$ cat src/rtl/xif_mac_coprocessor_if.sv
// Issue/commit/result bundle between the core (master) and the MAC coprocessor (slave).
interface xif_mac_coprocessor_if #(
  parameter int unsigned X_ID_WIDTH = 4
);
  logic                  issue_valid;
  logic                  issue_ready;
  logic [31:0]           issue_instr;
  logic [X_ID_WIDTH-1:0] issue_id;
  logic [31:0]           issue_rs0;
  logic [31:0]           issue_rs1;
  logic [1:0]            issue_rs_valid;
  logic                  issue_accept;
  logic                  issue_writeback;

  logic                  commit_valid;
  logic [X_ID_WIDTH-1:0] commit_id;
  logic                  commit_kill;

  logic                  result_valid;
  logic                  result_ready;
  logic [X_ID_WIDTH-1:0] result_id;
  logic [31:0]           result_data;
  logic [4:0]            result_rd;
  logic                  result_we;

  logic                  busy;

  modport master (
    output issue_valid, issue_instr, issue_id, issue_rs0, issue_rs1, issue_rs_valid,
    output commit_valid, commit_id, commit_kill,
    output result_ready,
    input  issue_ready, issue_accept, issue_writeback,
    input  result_valid, result_id, result_data, result_rd, result_we,
    input  busy
  );

  modport slave (
    input  issue_valid, issue_instr, issue_id, issue_rs0, issue_rs1, issue_rs_valid,
    input  commit_valid, commit_id, commit_kill,
    input  result_ready,
    output issue_ready, issue_accept, issue_writeback,
    output result_valid, result_id, result_data, result_rd, result_we,
    output busy
  );
endinterface

$ cat src/rtl/xif_mac_coprocessor.sv
// Custom-0 MUL/MAC/CLR coprocessor: in-order queue of offloaded instructions,
// commit/kill tracking per entry, multi-cycle execute and rd writeback.
module xif_mac_coprocessor #(
  parameter int unsigned DEPTH      = 4,
  parameter int unsigned LATENCY    = 3,
  parameter int unsigned X_ID_WIDTH = 4
) (
  input logic                 clk_i,
  input logic                 rst_ni,
  xif_mac_coprocessor_if.slave xif
);

  localparam int unsigned PTR_W = (DEPTH > 1) ? $clog2(DEPTH) : 1;
  localparam int unsigned CNT_W = $clog2(DEPTH + 1);
  localparam int unsigned LAT_W = (LATENCY > 1) ? $clog2(LATENCY) : 1;

  localparam logic [6:0] OPC_CUSTOM0 = 7'b0001011;
  localparam logic [2:0] F3_MUL      = 3'b000;
  localparam logic [2:0] F3_MAC      = 3'b001;
  localparam logic [2:0] F3_CLR      = 3'b010;

  typedef enum logic [1:0] {IDLE, WAIT, EXEC, RESP} state_t;

  function automatic logic is_legal(input logic [31:0] instr);
    return (instr[6:0] == OPC_CUSTOM0) && (instr[31:25] == 7'd0) &&
           (instr[14:12] inside {F3_MUL, F3_MAC, F3_CLR});
  endfunction

  // Returns {new_acc, rd_value}; products and sums wrap modulo 2^32.
  function automatic logic [63:0] exec_op(input logic [2:0] op, input logic [31:0] a,
                                          input logic [31:0] b, input logic [31:0] acc_in);
    logic [31:0] prod;
    logic [31:0] sum;
    prod = a * b;
    sum  = acc_in + prod;
    case (op)
      F3_MAC:  return {sum, sum};
      F3_CLR:  return {32'd0, acc_in};
      default: return {acc_in, prod};
    endcase
  endfunction

  logic                  legal;
  logic                  full;
  logic                  push;
  logic                  pop;
  logic                  lat_en;
  logic                  id_hit_new;
  logic                  unused_bits;

  logic [PTR_W-1:0]      head;
  logic [PTR_W-1:0]      tail;
  logic [CNT_W-1:0]      count;
  logic [DEPTH-1:0]      ent_vld;
  logic [DEPTH-1:0]      ent_cmt;
  logic [DEPTH-1:0]      ent_kill;
  logic [X_ID_WIDTH-1:0] ent_id [DEPTH];
  logic [2:0]            ent_op [DEPTH];
  logic [4:0]            ent_rd [DEPTH];
  logic [31:0]           ent_a  [DEPTH];
  logic [31:0]           ent_b  [DEPTH];

  state_t                state;
  logic [LAT_W-1:0]      cnt;
  logic [31:0]           acc;
  logic [2:0]            op_p1;
  logic [31:0]           a_p1;
  logic [31:0]           b_p1;
  logic [X_ID_WIDTH-1:0] id_p1;
  logic [4:0]            rd_p1;
  logic [63:0]           op_res;

  logic                  res_valid;
  logic [X_ID_WIDTH-1:0] res_id;
  logic [31:0]           res_data;
  logic [4:0]            res_rd;

  assign unused_bits = ^xif.issue_instr[24:15];

  // Issue decision: ready never looks at issue_valid.
  assign legal      = is_legal(xif.issue_instr);
  assign full       = (count == CNT_W'(DEPTH));
  assign xif.issue_ready = rst_ni && (!legal || (!full && (xif.issue_rs_valid == 2'b11)));
  assign push       = rst_ni && xif.issue_valid && legal && !full && (xif.issue_rs_valid == 2'b11);
  assign xif.issue_accept    = push;
  assign xif.issue_writeback = push;

  assign id_hit_new = xif.commit_valid && (xif.commit_id == xif.issue_id);

  assign lat_en = (state == WAIT) && !ent_kill[head] && ent_cmt[head];
  assign pop    = ((state == WAIT) && ent_kill[head]) || ((state == EXEC) && (cnt == '0));
  assign op_res = exec_op(op_p1, a_p1, b_p1, acc);

  // Queue control: pointers, occupancy and per-entry commit/kill flags.
  always_ff @(posedge clk_i or negedge rst_ni) begin
    if (!rst_ni) begin
      head     <= '0;
      tail     <= '0;
      count    <= '0;
      ent_vld  <= '0;
      ent_cmt  <= '0;
      ent_kill <= '0;
    end else begin
      if (xif.commit_valid) begin
        for (int i = 0; i < DEPTH; i++) begin
          if (ent_vld[i] && (ent_id[i] == xif.commit_id)) begin
            if (xif.commit_kill) ent_kill[i] <= 1'b1;
            else                 ent_cmt[i]  <= 1'b1;
          end
        end
      end
      if (pop) begin
        ent_vld[head] <= 1'b0;
        head          <= head + 1'b1;
      end
      if (push) begin
        ent_vld[tail]  <= 1'b1;
        ent_cmt[tail]  <= id_hit_new && !xif.commit_kill;
        ent_kill[tail] <= id_hit_new && xif.commit_kill;
        tail           <= tail + 1'b1;
      end
      case ({push, pop})
        2'b10:   count <= count + 1'b1;
        2'b01:   count <= count - 1'b1;
        default: count <= count;
      endcase
    end
  end

  // Queue payload.
  always_ff @(posedge clk_i) begin
    if (push) begin
      ent_id[tail] <= xif.issue_id;
      ent_op[tail] <= xif.issue_instr[14:12];
      ent_rd[tail] <= xif.issue_instr[11:7];
      ent_a[tail]  <= xif.issue_rs0;
      ent_b[tail]  <= xif.issue_rs1;
    end
  end

  // Stage p1: operands of the committed head, held for the whole execute.
  always_ff @(posedge clk_i) begin
    if (lat_en) begin
      op_p1 <= ent_op[head];
      a_p1  <= ent_a[head];
      b_p1  <= ent_b[head];
      id_p1 <= ent_id[head];
      rd_p1 <= ent_rd[head];
    end
  end

  // Head FSM, accumulator and registered result port.
  always_ff @(posedge clk_i or negedge rst_ni) begin
    if (!rst_ni) begin
      state     <= IDLE;
      cnt       <= '0;
      acc       <= '0;
      res_valid <= 1'b0;
      res_id    <= '0;
      res_data  <= '0;
      res_rd    <= '0;
    end else begin
      case (state)
        IDLE: if (ent_vld[head]) state <= WAIT;
        WAIT: begin
          if (ent_kill[head]) begin
            state <= IDLE;
          end else if (ent_cmt[head]) begin
            cnt   <= LAT_W'(LATENCY - 1);
            state <= EXEC;
          end
        end
        EXEC: begin
          if (cnt == '0) begin
            acc       <= op_res[63:32];
            res_data  <= op_res[31:0];
            res_id    <= id_p1;
            res_rd    <= rd_p1;
            res_valid <= 1'b1;
            state     <= RESP;
          end else begin
            cnt <= cnt - 1'b1;
          end
        end
        RESP: begin
          if (xif.result_ready) begin
            res_valid <= 1'b0;
            state     <= IDLE;
          end
        end
        default: state <= IDLE;
      endcase
    end
  end

  assign xif.result_valid = res_valid;
  assign xif.result_id    = res_id;
  assign xif.result_data  = res_data;
  assign xif.result_rd    = res_rd;
  assign xif.result_we    = res_valid;
  assign xif.busy         = (count != '0) || (state != IDLE);

endmodule

$ cat src/flat_wrapper.sv
// flat-port wrapper written by rule: the top's interface ports become plain ports
module xif_mac_coprocessor_flat 
#(
  parameter int unsigned DEPTH      = 4,
  parameter int unsigned LATENCY    = 3,
  parameter int unsigned X_ID_WIDTH = 4
)
  (clk_i, rst_ni, xif_issue_valid, xif_issue_instr, xif_issue_id, xif_issue_rs0, xif_issue_rs1, xif_issue_rs_valid, xif_commit_valid, xif_commit_id, xif_commit_kill, xif_result_ready, xif_issue_ready, xif_issue_accept, xif_issue_writeback, xif_result_valid, xif_result_id, xif_result_data, xif_result_rd, xif_result_we, xif_busy);
  xif_mac_coprocessor_if #(.X_ID_WIDTH(X_ID_WIDTH)) xif_i ();
  input logic clk_i;
  input logic rst_ni;
  input wire logic [$bits(xif_i.issue_valid)-1:0] xif_issue_valid;
  input wire logic [$bits(xif_i.issue_instr)-1:0] xif_issue_instr;
  input wire logic [$bits(xif_i.issue_id)-1:0] xif_issue_id;
  input wire logic [$bits(xif_i.issue_rs0)-1:0] xif_issue_rs0;
  input wire logic [$bits(xif_i.issue_rs1)-1:0] xif_issue_rs1;
  input wire logic [$bits(xif_i.issue_rs_valid)-1:0] xif_issue_rs_valid;
  input wire logic [$bits(xif_i.commit_valid)-1:0] xif_commit_valid;
  input wire logic [$bits(xif_i.commit_id)-1:0] xif_commit_id;
  input wire logic [$bits(xif_i.commit_kill)-1:0] xif_commit_kill;
  input wire logic [$bits(xif_i.result_ready)-1:0] xif_result_ready;
  output wire logic [$bits(xif_i.issue_ready)-1:0] xif_issue_ready;
  output wire logic [$bits(xif_i.issue_accept)-1:0] xif_issue_accept;
  output wire logic [$bits(xif_i.issue_writeback)-1:0] xif_issue_writeback;
  output wire logic [$bits(xif_i.result_valid)-1:0] xif_result_valid;
  output wire logic [$bits(xif_i.result_id)-1:0] xif_result_id;
  output wire logic [$bits(xif_i.result_data)-1:0] xif_result_data;
  output wire logic [$bits(xif_i.result_rd)-1:0] xif_result_rd;
  output wire logic [$bits(xif_i.result_we)-1:0] xif_result_we;
  output wire logic [$bits(xif_i.busy)-1:0] xif_busy;
  assign xif_i.issue_valid = xif_issue_valid;
  assign xif_i.issue_instr = xif_issue_instr;
  assign xif_i.issue_id = xif_issue_id;
  assign xif_i.issue_rs0 = xif_issue_rs0;
  assign xif_i.issue_rs1 = xif_issue_rs1;
  assign xif_i.issue_rs_valid = xif_issue_rs_valid;
  assign xif_i.commit_valid = xif_commit_valid;
  assign xif_i.commit_id = xif_commit_id;
  assign xif_i.commit_kill = xif_commit_kill;
  assign xif_i.result_ready = xif_result_ready;
  assign xif_issue_ready = xif_i.issue_ready;
  assign xif_issue_accept = xif_i.issue_accept;
  assign xif_issue_writeback = xif_i.issue_writeback;
  assign xif_result_valid = xif_i.result_valid;
  assign xif_result_id = xif_i.result_id;
  assign xif_result_data = xif_i.result_data;
  assign xif_result_rd = xif_i.result_rd;
  assign xif_result_we = xif_i.result_we;
  assign xif_busy = xif_i.busy;
  xif_mac_coprocessor #(.DEPTH(DEPTH), .LATENCY(LATENCY), .X_ID_WIDTH(X_ID_WIDTH)) u_core (.clk_i(clk_i), .rst_ni(rst_ni), .xif(xif_i));
endmodule
$ cat config.mk
export PLATFORM = sky130hd
export DESIGN_NAME = xif_mac_coprocessor_flat
export DESIGN_NICKNAME = d
export VERILOG_FILES = /design/src/rtl/xif_mac_coprocessor_if.sv /design/src/rtl/xif_mac_coprocessor.sv /design/src/flat_wrapper.sv
export SDC_FILE = /design/constraint.sdc
export NUM_CORES = 2
export LEC_CHECK = 0
export CAP_MARGIN = 10
export CORE_MARGIN = 4
export CORE_UTILIZATION = 55
export CTS_CLUSTER_SIZE = 25
export DETAILED_ROUTE_END_ITERATION = 12
export HOLD_SLACK_MARGIN = 0.06
export PLACE_DENSITY = 0.75
export SYNTH_ARGS = -nofsm -noshare
export SYNTH_HDL_FRONTEND = slang
export SYNTH_SLANG_ARGS = --single-unit
$ cat constraint.sdc
create_clock -name clk_i -period 25.3 [get_ports clk_i]
set_clock_uncertainty 0.2 [all_clocks]
set_input_delay 2.53 -clock clk_i [delete_from_list [all_inputs] [get_ports clk_i]]
set_output_delay 2.53 -clock clk_i [all_outputs]
set_load 0.02 [all_outputs]
==> summary.md <==
| Metric | Value |
|---|---|
| Hold-fix buffers, CTS | `0` |
| Max stage delay on crit path | `1.03 ns` |
| Final routed DRC violation total | `0` |
| Final critical-path setup slack | `15.28 ns` |
| Nets | `3,757` |
| PortBufs | `148` |
| Worst hold path type | `reg -> reg` |
| CP Launch Type | `register` |
| Yosys Warn Count | `0` |
| CP dominant cell by count | `sky130_fd_sc_hd__fa_1` |
| Clock transition at the registers of the reported paths | `0.06 ns` |
| Number of global-route vias before repair | `24,900` |
| Clock root buffer | `sky130_fd_sc_hd__clkbuf_16` |
| I/O pin count | `159` |
| Number of buffers created by CTS | `47` |
| Share of the clock period used by the worst path after layout | `0.3959` |
| Reported max-cap violation count | `0` |
| Worst reg-to-reg setup slack | `15.28 ns` |
| Vias per cell | `5.690` |
| Number of flip-flops and latches in the synthesized netlist | `477` |
| Commonest register cell after synthesis | `sky130_fd_sc_hd__edfxtp_1` |
| Routed length per instance | `20.59 microns` |
| Global routing's busiest layer | `met2` |
| Post-Syn Area | `0.03535 sq mm` |
| Crit path from | `u_core.a_p1[9]$_DFFE_PP_` |
| CTS H-tree lvls | `2` |
| Max Fclk | `99.85 MHz` |
| Clock latency at the later pin of the worst-skew pair | `0.59 ns` |
| Final core utilization | `0.6188` |
| Area growth from synthesis to layout | `10.82%` |
| Area used by sequential logic in the layout | `0.01385 sq mm` |
| Critical-path top delay cell | `sky130_fd_sc_hd__edfxtp_1` |
| FF-to-FF path depth | `31` |
| Final critical delay including setup and external delays | `10.02 ns` |
| Area of the core | `0.06331 sq mm` |
| Number of max-slew violations in the final report | `0` |
| Highest net fanout along the worst path | `23` |
| Wirelength, routed | `81.40 mm` |
| Required time of the critical path | `25.63 ns` |
| Placed Instance Area | `0.03766 sq mm` |
| Number of failing hold endpoints at the final stage | `0` |
| Total number of placement rows | `92` |
| CTS tree | `done` |
| Post-CTS sizing | `0` |
| Met3 Usage GRT | `0.03839` |
| Fraction of the yosys area taken by sequential cells | `0.3914` |
| Worst setup path endpoint | `u_core.xif.result_data[31]$_DFFE_PN0P_` |
| Worst min-delay path startpoint | `u_core.rd_p1[2]$_DFFE_PP_` |
| Critical register-to-register path startpoint | `u_core.a_p1[9]$_DFFE_PP_` |
| Met2 usage | `0.4245` |
| Fraction of layout instances using a drive strength above 1 | `0.06918` |
| GR met1 Demand/Resource | `0.3261` |
| Total congestion overflow after global routing | `0` |
| Pin count of the biggest net entering global routing | `74` |
| Result of the run | `complete, no violations` |
| Final weighted congestion in routability-driven placement | `0.8800` |
| Routed via count | `22,500` |
| Die outline area | `0.06840 sq mm` |
| Leading cell types in the layout, fill and taps excluded | `sky130_fd_sc_hd__inv_1, sky130_fd_sc_hd__fa_1, sky130_fd_sc_hd__nand2_1` |
| Critical register-to-register path endpoint | `u_core.xif.result_data[31]$_DFFE_PN0P_` |
| Post-route setup TNS | `0 ns` |
| Multi-input logic area | `0.01939 sq mm` |
| Fillers | `4,817` |
| ANT nets after route | `0` |
| Syn_nets | `3,664` |
| Initial antenna violation count | `1` |
| Worst Path Class, Setup | `reg -> reg` |
| Async set or reset register ratio after synthesis | `0.2034` |
| Signal arrival time at the worst endpoint | `10.35 ns` |
| Unique masters post-synth | `74` |
| Number of enable-type register cells in the synthesized netlist | `380` |
| Wire length of the first global-routing pass | `132.7 mm` |
| Worst Tran Pin Value | `1.094 ns` |
| DIE WIDTH | `261.5 microns` |
| Detailed-router iteration count before antenna repair | `6` |
| Initial cell density of the core | `0.5584` |
| Maximum root-to-sink buffer count | `3` |
| Post-layout instance area | `0.03918 sq mm` |
| 1st-iter DRT viols | `1,665` |
| Endpoint type of the worst setup path | `register` |
| Buffers inserted during post-CTS setup optimization | `0` |
| Final setup vio count | `0` |
| Max_slew headroom | `0.2705` |
| Syn_area_per_cell | `11.87 sq um` |
| Inserted Diodes | `0` |
| GRT Total Usage | `0.2478` |
| Pre-CTS setup slack | `15.42 ns` |
| Commonest non-fill, non-tap cell in the layout | `sky130_fd_sc_hd__inv_1` |
| Setup repair after global routing missed its margin | `false` |
| Sink Count | `477` |
| Count of mapped cells out of synthesis | `2,978` |
| Detailed placement HPWL | `57.68 mm` |
| Vert. Die Dim | `261.5 microns` |
## area by class of cell
class                           count  share of cell area
Multi-Input combinational cell   1930              0.4950
Clock inverter                     24            0.006100
Tap cell                          846             0.02702
Inverter                          431             0.04130
Clock buffer                       62             0.03251
Sequential cell                   477              0.3534
Timing Repair Buffer              184             0.04465
## kinds of logic after synthesis
kind of cell	Yosys count	share of synthesized area
buffers and inverters	571	0.06094
adders and majority gates	574	0.2902
muxes	93	0.05454
and+or+nand+nor	851	0.1175
DFF	477	0.3914
AOI/OAI and AO/OA	289	0.05433
xor gates and xnor gates	123	0.03107
## flip-flops by register name (all words and copies together), names as in the netlist, 4 cells and up, named ones only
register,cells
u_core.ent_a,128
u_core.ent_b,128
u_core.a_p1,32
u_core.acc,32
u_core.b_p1,32
u_core.xif.result_data,32
u_core.ent_rd,20
u_core.ent_id,16
u_core.ent_op,12
u_core.rd_p1,5
u_core.xif.result_rd,5
u_core.ent_cmt,4
u_core.ent_kill,4
u_core.ent_vld,4
u_core.id_p1,4
u_core.xif.result_id,4
## synth_stat cells (all sizes together), types with 4 or more instances
| library cell | count | area, sq um |
|---|---|---|
| a21o | 17 | 128.9 |
| o211ai | 9 | 67.56 |
| a22o | 10 | 87.58 |
| o21bai | 8 | 60.06 |
| and3 | 4 | 25.02 |
| a221oi | 17 | 166.4 |
| o21a | 16 | 120.1 |
| clkbuf | 131 | 491.7 |
| o21ai | 87 | 435.4 |
| ha | 164 | 2052 |
| nor4 | 10 | 75.07 |
| or2 | 5 | 31.28 |
| nand2 | 389 | 1460 |
| or3 | 6 | 37.54 |
| xnor2 | 85 | 744.5 |
| mux2i | 7 | 70.07 |
| a22oi | 12 | 90.09 |
| and2 | 283 | 1770 |
| inv | 431 | 1618 |
| edfxtp | 380 | 11410 |
| o31ai | 6 | 45.04 |
| mux4 | 79 | 1779 |
| nand3 | 21 | 105.1 |
| a211oi | 7 | 52.55 |
| nand2b | 11 | 68.82 |
| nor2 | 81 | 304.0 |
| nor2b | 7 | 43.79 |
| nand3b | 5 | 37.54 |
| mux2 | 7 | 78.83 |
| nor3 | 16 | 85.08 |
| a21oi | 57 | 292.8 |
| a31oi | 18 | 127.6 |
| fa | 410 | 8208 |
| buf | 9 | 45.03 |
| dfrtp | 97 | 2427 |
| xor2 | 37 | 331.6 |
## worst min path at each step
stage                                                to  slack, ns  cells past startpoint
floorplan           u_core.xif.result_id[0]$_DFFE_PN0P_       0.21                      2
global placement    u_core.xif.result_rd[2]$_DFFE_PN0P_       0.23                      2
detailed placement  u_core.xif.result_rd[4]$_DFFE_PN0P_       0.23                      2
CTS                 u_core.xif.result_rd[2]$_DFFE_PN0P_       0.22                      2
global route        u_core.xif.result_rd[2]$_DFFE_PN0P_       0.25                      2
finish              u_core.xif.result_rd[2]$_DFFE_PN0P_       0.23                      2
## critical path: cells and delay by family, from the launching register on
family,cells,cell delay [ns]
flops,1,1.03
buf+inv,5,0.29
xor+xnor,1,0.28
compound gates,7,2.06
simple gates,8,1.55
fa+ha+maj,10,4.53
## metal layers
metal	part of all wire	up-vias	wire, microns
li1	-	9954	-
met1	0.40	11490	32290
met2	0.50	870	40670
met3	0.067	183	5413
met4	0.037	2	3011
met5	0.00016	-	13
## through the flow
step | hold slack, ns | std cells
after floorplan | 0.2146 | 2978
after global placement | 0.2300 | 3868
after detailed placement | 0.2309 | 3868
after CTS | 0.2230 | 3954
after global routing | 0.2524 | 3954
final | 0.2299 | 3954
Power is not shown: default switching activity piles up to over one toggle a cycle in this logic, so the estimate is an artifact.
